### config.mk
export PLATFORM = sky130hd
export DESIGN_NAME = multi_ch_counter
export DESIGN_NICKNAME = d
export VERILOG_FILES = /design/src/rtl/multi_ch_counter_pkg.sv /design/src/rtl/counter_channel.sv /design/src/rtl/multi_ch_counter.sv
export SDC_FILE = /design/constraint.sdc
export NUM_CORES = 1
export LEC_CHECK = 0
export CAP_MARGIN = 20
export CORE_MARGIN = 1.5
export CORE_UTILIZATION = 50
export CTS_BUF_LIST = sky130_fd_sc_hd__clkbuf_4
export DETAILED_ROUTE_END_ITERATION = 12
export PLACE_DENSITY = 0.75
export SLEW_MARGIN = 15
export SYNTH_ARGS = -nofsm -noshare
export SYNTH_HDL_FRONTEND = slang
export SYNTH_SLANG_ARGS = --single-unit
export TNS_END_PERCENT = 5
### constraint.sdc
create_clock -name clk -period 5.5 [get_ports clk]
set_clock_uncertainty 0.2 [all_clocks]
set_input_delay 0.825 -clock clk [delete_from_list [all_inputs] [get_ports clk]]
set_output_delay 0.825 -clock clk [all_outputs]
set_load 0.05 [all_outputs]
### src/rtl/multi_ch_counter_pkg.sv
// Shared types for the multi-channel start/target counter.
// Holds the per-channel state encoding and the mode values sampled at start.
package multi_ch_counter_pkg;

  typedef enum logic {
    ST_IDLE = 1'b0,
    ST_RUN  = 1'b1
  } state_t;

  localparam logic MODE_ONESHOT  = 1'b0;
  localparam logic MODE_PERIODIC = 1'b1;

endpackage

### src/rtl/counter_channel.sv
// One timer channel: start/target counter with one-shot or auto-reload mode,
// abort, pause, a 1-cycle done pulse and a sticky done flag.
//
// state   | meaning
// ST_IDLE | not counting; cnt holds 0 or the last reached target
// ST_RUN  | counting toward tgt; frozen while pause_i is high
module counter_channel
  import multi_ch_counter_pkg::*;
#(
  parameter int CNT_WIDTH = 7
) (
  input  logic                 clk,
  input  logic                 rst_n,
  input  logic                 start_i,
  input  logic                 stop_i,
  input  logic                 mode_i,
  input  logic [CNT_WIDTH-1:0] cnt_val_i,
  input  logic                 pause_i,
  input  logic                 clr_i,
  output logic [CNT_WIDTH-1:0] cnt_o,
  output logic                 busy_o,
  output logic                 done_o,
  output logic                 status_o
);

  localparam logic [CNT_WIDTH-1:0] ONE  = {{(CNT_WIDTH-1){1'b0}}, 1'b1};
  localparam logic [CNT_WIDTH-1:0] ZERO = '0;

  state_t               r_state;
  logic [CNT_WIDTH-1:0] r_cnt;
  logic [CNT_WIDTH-1:0] r_tgt;
  logic                 r_mode;
  logic                 r_done;
  logic                 r_status;

  state_t               w_state_nxt;
  logic [CNT_WIDTH-1:0] w_cnt_nxt;
  logic [CNT_WIDTH-1:0] w_tgt_nxt;
  logic                 w_mode_nxt;
  logic                 w_done_nxt;
  logic                 w_status_nxt;
  logic [CNT_WIDTH-1:0] w_cnt_step;

  always_ff @(posedge clk) begin
    if (!rst_n) begin
      r_state  <= ST_IDLE;
      r_cnt    <= ZERO;
      r_tgt    <= ZERO;
      r_mode   <= MODE_ONESHOT;
      r_done   <= 1'b0;
      r_status <= 1'b0;
    end else begin
      r_state  <= w_state_nxt;
      r_cnt    <= w_cnt_nxt;
      r_tgt    <= w_tgt_nxt;
      r_mode   <= w_mode_nxt;
      r_done   <= w_done_nxt;
      r_status <= w_status_nxt;
    end
  end

  // A periodic channel sitting at tgt wraps to 1, keeping pulses exactly tgt apart.
  assign w_cnt_step = (r_cnt == r_tgt) ? ONE : r_cnt + ONE;

  always_comb begin
    w_state_nxt = r_state;
    w_cnt_nxt   = r_cnt;
    w_tgt_nxt   = r_tgt;
    w_mode_nxt  = r_mode;
    w_done_nxt  = 1'b0;
    if (stop_i) begin
      w_state_nxt = ST_IDLE;
      w_cnt_nxt   = ZERO;
    end else if (start_i) begin
      w_tgt_nxt  = cnt_val_i;
      w_mode_nxt = mode_i;
      w_cnt_nxt  = ZERO;
      if (cnt_val_i == ZERO) begin
        w_state_nxt = ST_IDLE;
        w_done_nxt  = 1'b1;
      end else begin
        w_state_nxt = ST_RUN;
      end
    end else if (r_state == ST_RUN && !pause_i) begin
      w_cnt_nxt = w_cnt_step;
      if (w_cnt_step == r_tgt) begin
        w_done_nxt = 1'b1;
        if (r_mode == MODE_ONESHOT) begin
          w_state_nxt = ST_IDLE;
        end
      end
    end
    w_status_nxt = w_done_nxt | (r_status & ~clr_i);
  end

  assign cnt_o    = r_cnt;
  assign busy_o   = (r_state == ST_RUN);
  assign done_o   = r_done;
  assign status_o = r_status;

endmodule

### src/rtl/multi_ch_counter.sv
// NUM_CH independent start/target timer channels sharing one clock.
// Top level only slices the packed buses and ORs the sticky flags into irq_o.
module multi_ch_counter
  import multi_ch_counter_pkg::*;
#(
  parameter int CNT_WIDTH = 7,
  parameter int NUM_CH    = 4
) (
  input  logic                        clk,
  input  logic                        rst_n,
  input  logic [NUM_CH-1:0]           start_i,
  input  logic [NUM_CH-1:0]           stop_i,
  input  logic [NUM_CH-1:0]           mode_i,
  input  logic [NUM_CH*CNT_WIDTH-1:0] cnt_val_i,
  input  logic                        pause_i,
  input  logic [NUM_CH-1:0]           clr_i,
  output logic [NUM_CH*CNT_WIDTH-1:0] cnt_o,
  output logic [NUM_CH-1:0]           busy_o,
  output logic [NUM_CH-1:0]           done_o,
  output logic [NUM_CH-1:0]           status_o,
  output logic                        irq_o
);

  for (genvar k = 0; k < NUM_CH; k++) begin : g_ch
    counter_channel #(
      .CNT_WIDTH (CNT_WIDTH)
    ) u_ch (
      .clk       (clk),
      .rst_n     (rst_n),
      .start_i   (start_i[k]),
      .stop_i    (stop_i[k]),
      .mode_i    (mode_i[k]),
      .cnt_val_i (cnt_val_i[k*CNT_WIDTH +: CNT_WIDTH]),
      .pause_i   (pause_i),
      .clr_i     (clr_i[k]),
      .cnt_o     (cnt_o[k*CNT_WIDTH +: CNT_WIDTH]),
      .busy_o    (busy_o[k]),
      .done_o    (done_o[k]),
      .status_o  (status_o[k])
    );
  end

  assign irq_o = |status_o;

endmodule

==> impl.org <==
** Cells and area
- Antenna Diode Count :: 0
- Leading cell type in the layout, fill and taps excluded :: sky130_fd_sc_hd__clkdlybuf4s50_1
- Storage element area :: 1440 µm²
- The net count of the finished layout is 662.
- Share of layout cells above drive strength 1 :: 4.38%
- Fillers :: 781
- At the end of the flow the core is filled with cells to 61.9%.
- Area growth from synthesis to layout :: 21.5%
- Commonest cells after routing, fill and taps aside :: sky130_fd_sc_hd__clkdlybuf4s50_1 (87), sky130_fd_sc_hd__dfxtp_1 (72), sky130_fd_sc_hd__nor2_1 (57), sky130_fd_sc_hd__nand2_1 (47), sky130_fd_sc_hd__nor2b_1 (43)
- The multi-input combinational cells in the finished layout cover a total of 2720 µm².
- The count of cells in the finished layout, fillers not included, comes to 724.

** Yosys
- Gate Count Post-Synth :: 549
- Multiplexer fraction of the synthesized cell area :: 4.35%
- Synthesis instantiated 67 different standard cells from the library.
- Post-synth top flop :: sky130_fd_sc_hd__dfxtp_1
- Flip-flop and latch count after synthesis :: 72
- Post-synthesis instance area :: 4400 µm²
- Number of warnings printed during yosys synthesis :: 0
- After synthesis, the largest family of logic cells by area is simple AND/OR/NAND/NOR gates.
- Net count after synthesis :: 600
- Of the total synthesized cell area, the portion taken by XOR and XNOR cells is 7.96%.
- Of all flip-flops after synthesis, the portion carrying an async set or reset was 0%.
- Sequential fraction of the synthesis area :: 32.8%
- Yosys mapped a number of flops with a built-in enable equal to 0.
- Fraction of the mapped netlist area in compound gates :: 20.2%
- Of the total synthesized cell area, the portion taken by AND, OR, NAND and NOR gates is 28.0%.
- Of the total synthesized cell area, the portion taken by full adders, half adders and majority gates is 1.14%.
- Avg Inst Size Synth :: 8.02 µm²

** Routing
- In the final routed layout, each cell accounts on average for 15.7 µm.
- The detailed router placed 4192 vias in this run.
- For this run, the detailed router's first-pass iteration total came to 5.
- Starting DRC count in detailed routing :: 161
- Wires add up to 11400 µm.
- For this run, design rule violations remaining after detail routing come to 0.
- Number of vias per cell :: 5.79
- Number of nets still failing antenna checks after routing :: 0

** Floorplan
- The floorplan has 34 rows.
- Y dimension of the die :: 96.8 µm
- Die width :: 96.8 µm
- The floorplan step defined a die boundary enclosing 9370 µm².
- The initial utilization of the core area, before any placement, comes to 51.0%.
- The total area inside the core boundary comes to 8640 µm².
- During I/O placement, the number of pins put on the boundary was 88.

** Setup path
- The setup check on the worst reg-to-reg path leaves a slack of 2.88 ns.
- The worst setup path is captured at an output port.
- Data on the critical path arrives at its endpoint at 2.04 ns.
- By startpoint and endpoint, the worst setup path is classified as flop to output port.
- STA puts the critical path data required time at 4.47 ns.
- Critical path fanouts, max :: 3
- CP Launch Type :: flop

** Placement
- At the end of routability-driven placement, the weighted congestion stood at 0.967.
- Buffers on Ports :: 87
- After legalization and detailed placement, the total HPWL measured 8520 µm.
- Number of cells in the design after placement :: 708

** Clock tree
- Number of buffers between clock root and the deepest sink :: 2
- The cell sitting at the root of the clock tree is a sky130_fd_sc_hd__clkbuf_4.
- Counting the buffers created by CTS gives 9.
- In this run the number of H-tree levels came out at 3.
- Count of instances resized after the clock tree is built :: 0
- Sink count of the clock tree :: 72
- Clock latency on the worst-skew pair, taken at its later pin, is 0.42 ns.
- Buffers inserted to repair hold after CTS numbered 0.
- Clock-pin slew was measured on the worst setup and hold paths at 0.12 ns.
- Count of buffers added by post-CTS timing repair for setup :: 0
- TritonCTS built the clock tree.

** Timing
- After layout, the minimum clock period comes to 3.07 ns.
- RSZ-0062 raised after global routing :: no
- On the final layout, the worst hold slack is 0.290 ns.
- Total negative slack :: 0 ns
- Final count of hold timing violations :: 0
- The worst pin sits at a relative slew slack of 31.1%.
- The final critical path takes up 55.8% of the cycle.
- Setup violations remaining at the end of the flow were counted as 0.
- Number of max-slew violations in the final report :: 0
- Maximum frequency from static timing analysis :: 0.326 GHz
- At the pin with the least slew margin, the transition time is 1.03 ns.

** Global route
- Largest net degree at the start of global routing :: 28
- Global-route total usage across every layer :: 24.1%
- GR Overflow Total :: 0
- The via count of the first global-routing pass came to 3878.
- The initial antenna violation count came to 0.
- The first global-routing pass estimated 18600 µm of wire.

** Pwr
- Summed over all cells, the static leakage comes to 1.86 nW.
- Ratio of total power to cell area :: 201 nW/µm²
- VDD sags by at most 0.111 mV.

** Outcome
- The flow ran to the end, and the final reports show no timing, DRC or antenna violations.

** Worst hold path
- Kind of path behind the tightest hold check :: flop to flop

** Job
- Max-cap violation count :: 0
cell families (layout without fill, tap and decap cells):
family	after synthesis	in the layout
compound gates	129	129
xor+xnor	40	40
fa+ha+maj	4	4
buf+inv	49	116
flops	72	72
mux	19	19
simple gates	236	236
cell usage after synthesis, types with 3 or more instances:
library cell	instances	area share, %
sky130_fd_sc_hd__a211oi_1	5	0.85
sky130_fd_sc_hd__a21boi_0	10	1.7
sky130_fd_sc_hd__a21oi_1	30	3.4
sky130_fd_sc_hd__a22oi_1	8	1.4
sky130_fd_sc_hd__a2bb2oi_1	3	0.60
sky130_fd_sc_hd__a31oi_1	3	0.43
sky130_fd_sc_hd__and2_1	4	0.57
sky130_fd_sc_hd__and3_1	6	0.85
sky130_fd_sc_hd__buf_2	12	1.4
sky130_fd_sc_hd__buf_4	12	2.0
sky130_fd_sc_hd__clkbuf_1	12	1.0
sky130_fd_sc_hd__dfxtp_1	72	33
sky130_fd_sc_hd__ha_1	4	1.1
sky130_fd_sc_hd__inv_1	12	1.0
sky130_fd_sc_hd__mux2i_1	18	4.1
sky130_fd_sc_hd__nand2_1	47	4.0
sky130_fd_sc_hd__nand2b_1	15	2.1
sky130_fd_sc_hd__nand3_1	14	1.6
sky130_fd_sc_hd__nand3b_1	6	1.0
sky130_fd_sc_hd__nand4_1	3	0.43
sky130_fd_sc_hd__nor2_1	57	4.9
sky130_fd_sc_hd__nor2b_1	43	6.1
sky130_fd_sc_hd__nor3_1	11	1.3
sky130_fd_sc_hd__nor4_1	7	1.0
sky130_fd_sc_hd__o21ai_0	25	2.8
sky130_fd_sc_hd__o221ai_1	3	0.60
sky130_fd_sc_hd__o22ai_1	6	0.85
sky130_fd_sc_hd__o41ai_1	5	1.0
sky130_fd_sc_hd__or2_2	3	0.43
sky130_fd_sc_hd__or3_1	7	1.0
sky130_fd_sc_hd__or4_1	4	0.68
sky130_fd_sc_hd__xnor2_1	21	4.2
sky130_fd_sc_hd__xor2_1	19	3.8
state kept, by name, indices dropped and copies added (netlist names):
register	cells
g_ch.u_ch.cnt_o	28
g_ch.u_ch.busy_o	4
g_ch.u_ch.r_tgt	28
g_ch.u_ch.r_mode	4
g_ch.u_ch.status_o	4
g_ch.u_ch.done_o	4
area by class of cell:
type                    instances  area share, %
clock buffers                   9           1.26
clock inverters                 7           1.17
inverters                      12          0.843
multi-input cells             428           50.8
flip-flops and latches         72           27.0
well taps                     108           2.53
repair buffers                 88           16.4
critical path, stage by stage, from the launching register on:
cell	delay (ns)
sky130_fd_sc_hd__dfxtp_1	0.37
sky130_fd_sc_hd__or4_1	0.51
sky130_fd_sc_hd__clkdlybuf4s50_1	0.73
where the power goes:
part           switching, mW  internal, mW  total (mW)
clock network          0.197         0.134       0.331
logic                 0.0992        0.0880       0.187
registers             0.0184         0.536       0.555
total                  0.314         0.758        1.07
routing by layer:
layer / up-vias / share of wire [%] / global-route usage, %
li1: 2068 / - / -
met1: 1969 / 45 / 31.8
met2: 137 / 47 / 39.7
met3: 18 / 5.5 / 3.97
met4: 0 / 1.7 / 8.81
met5: - / 0 / 0
path summary, 6_finish.rpt:
kind                                                          from                                to  cells after the start
worst min-delay path              g_ch[1].u_ch.r_mode$_SDFFE_PN0P_  g_ch[1].u_ch.r_mode$_SDFFE_PN0P_                      2
worst max-delay path              g_ch[0].u_ch.status_o$_SDFF_PN0_                             irq_o                      2
worst max register to register  g_ch[0].u_ch.cnt_o[0]$_SDFFE_PP0P_    g_ch[0].u_ch.done_o$_SDFF_PN0_                      7
worst min register to register    g_ch[1].u_ch.r_mode$_SDFFE_PN0P_  g_ch[1].u_ch.r_mode$_SDFFE_PN0P_                      2
metrics by stage:
step                power (mW)  cell area [µm²]  setup WS [ns]
floorplan                0.682             4400           2.87
detailed placement       0.752             5220           2.27
global placement         0.749             5220           2.32
CTS                       1.08             5350           2.42
global route              1.13             5350           2.35
finish                    1.07             5350           2.43
Note: power is estimated with default switching activity, not from simulation.
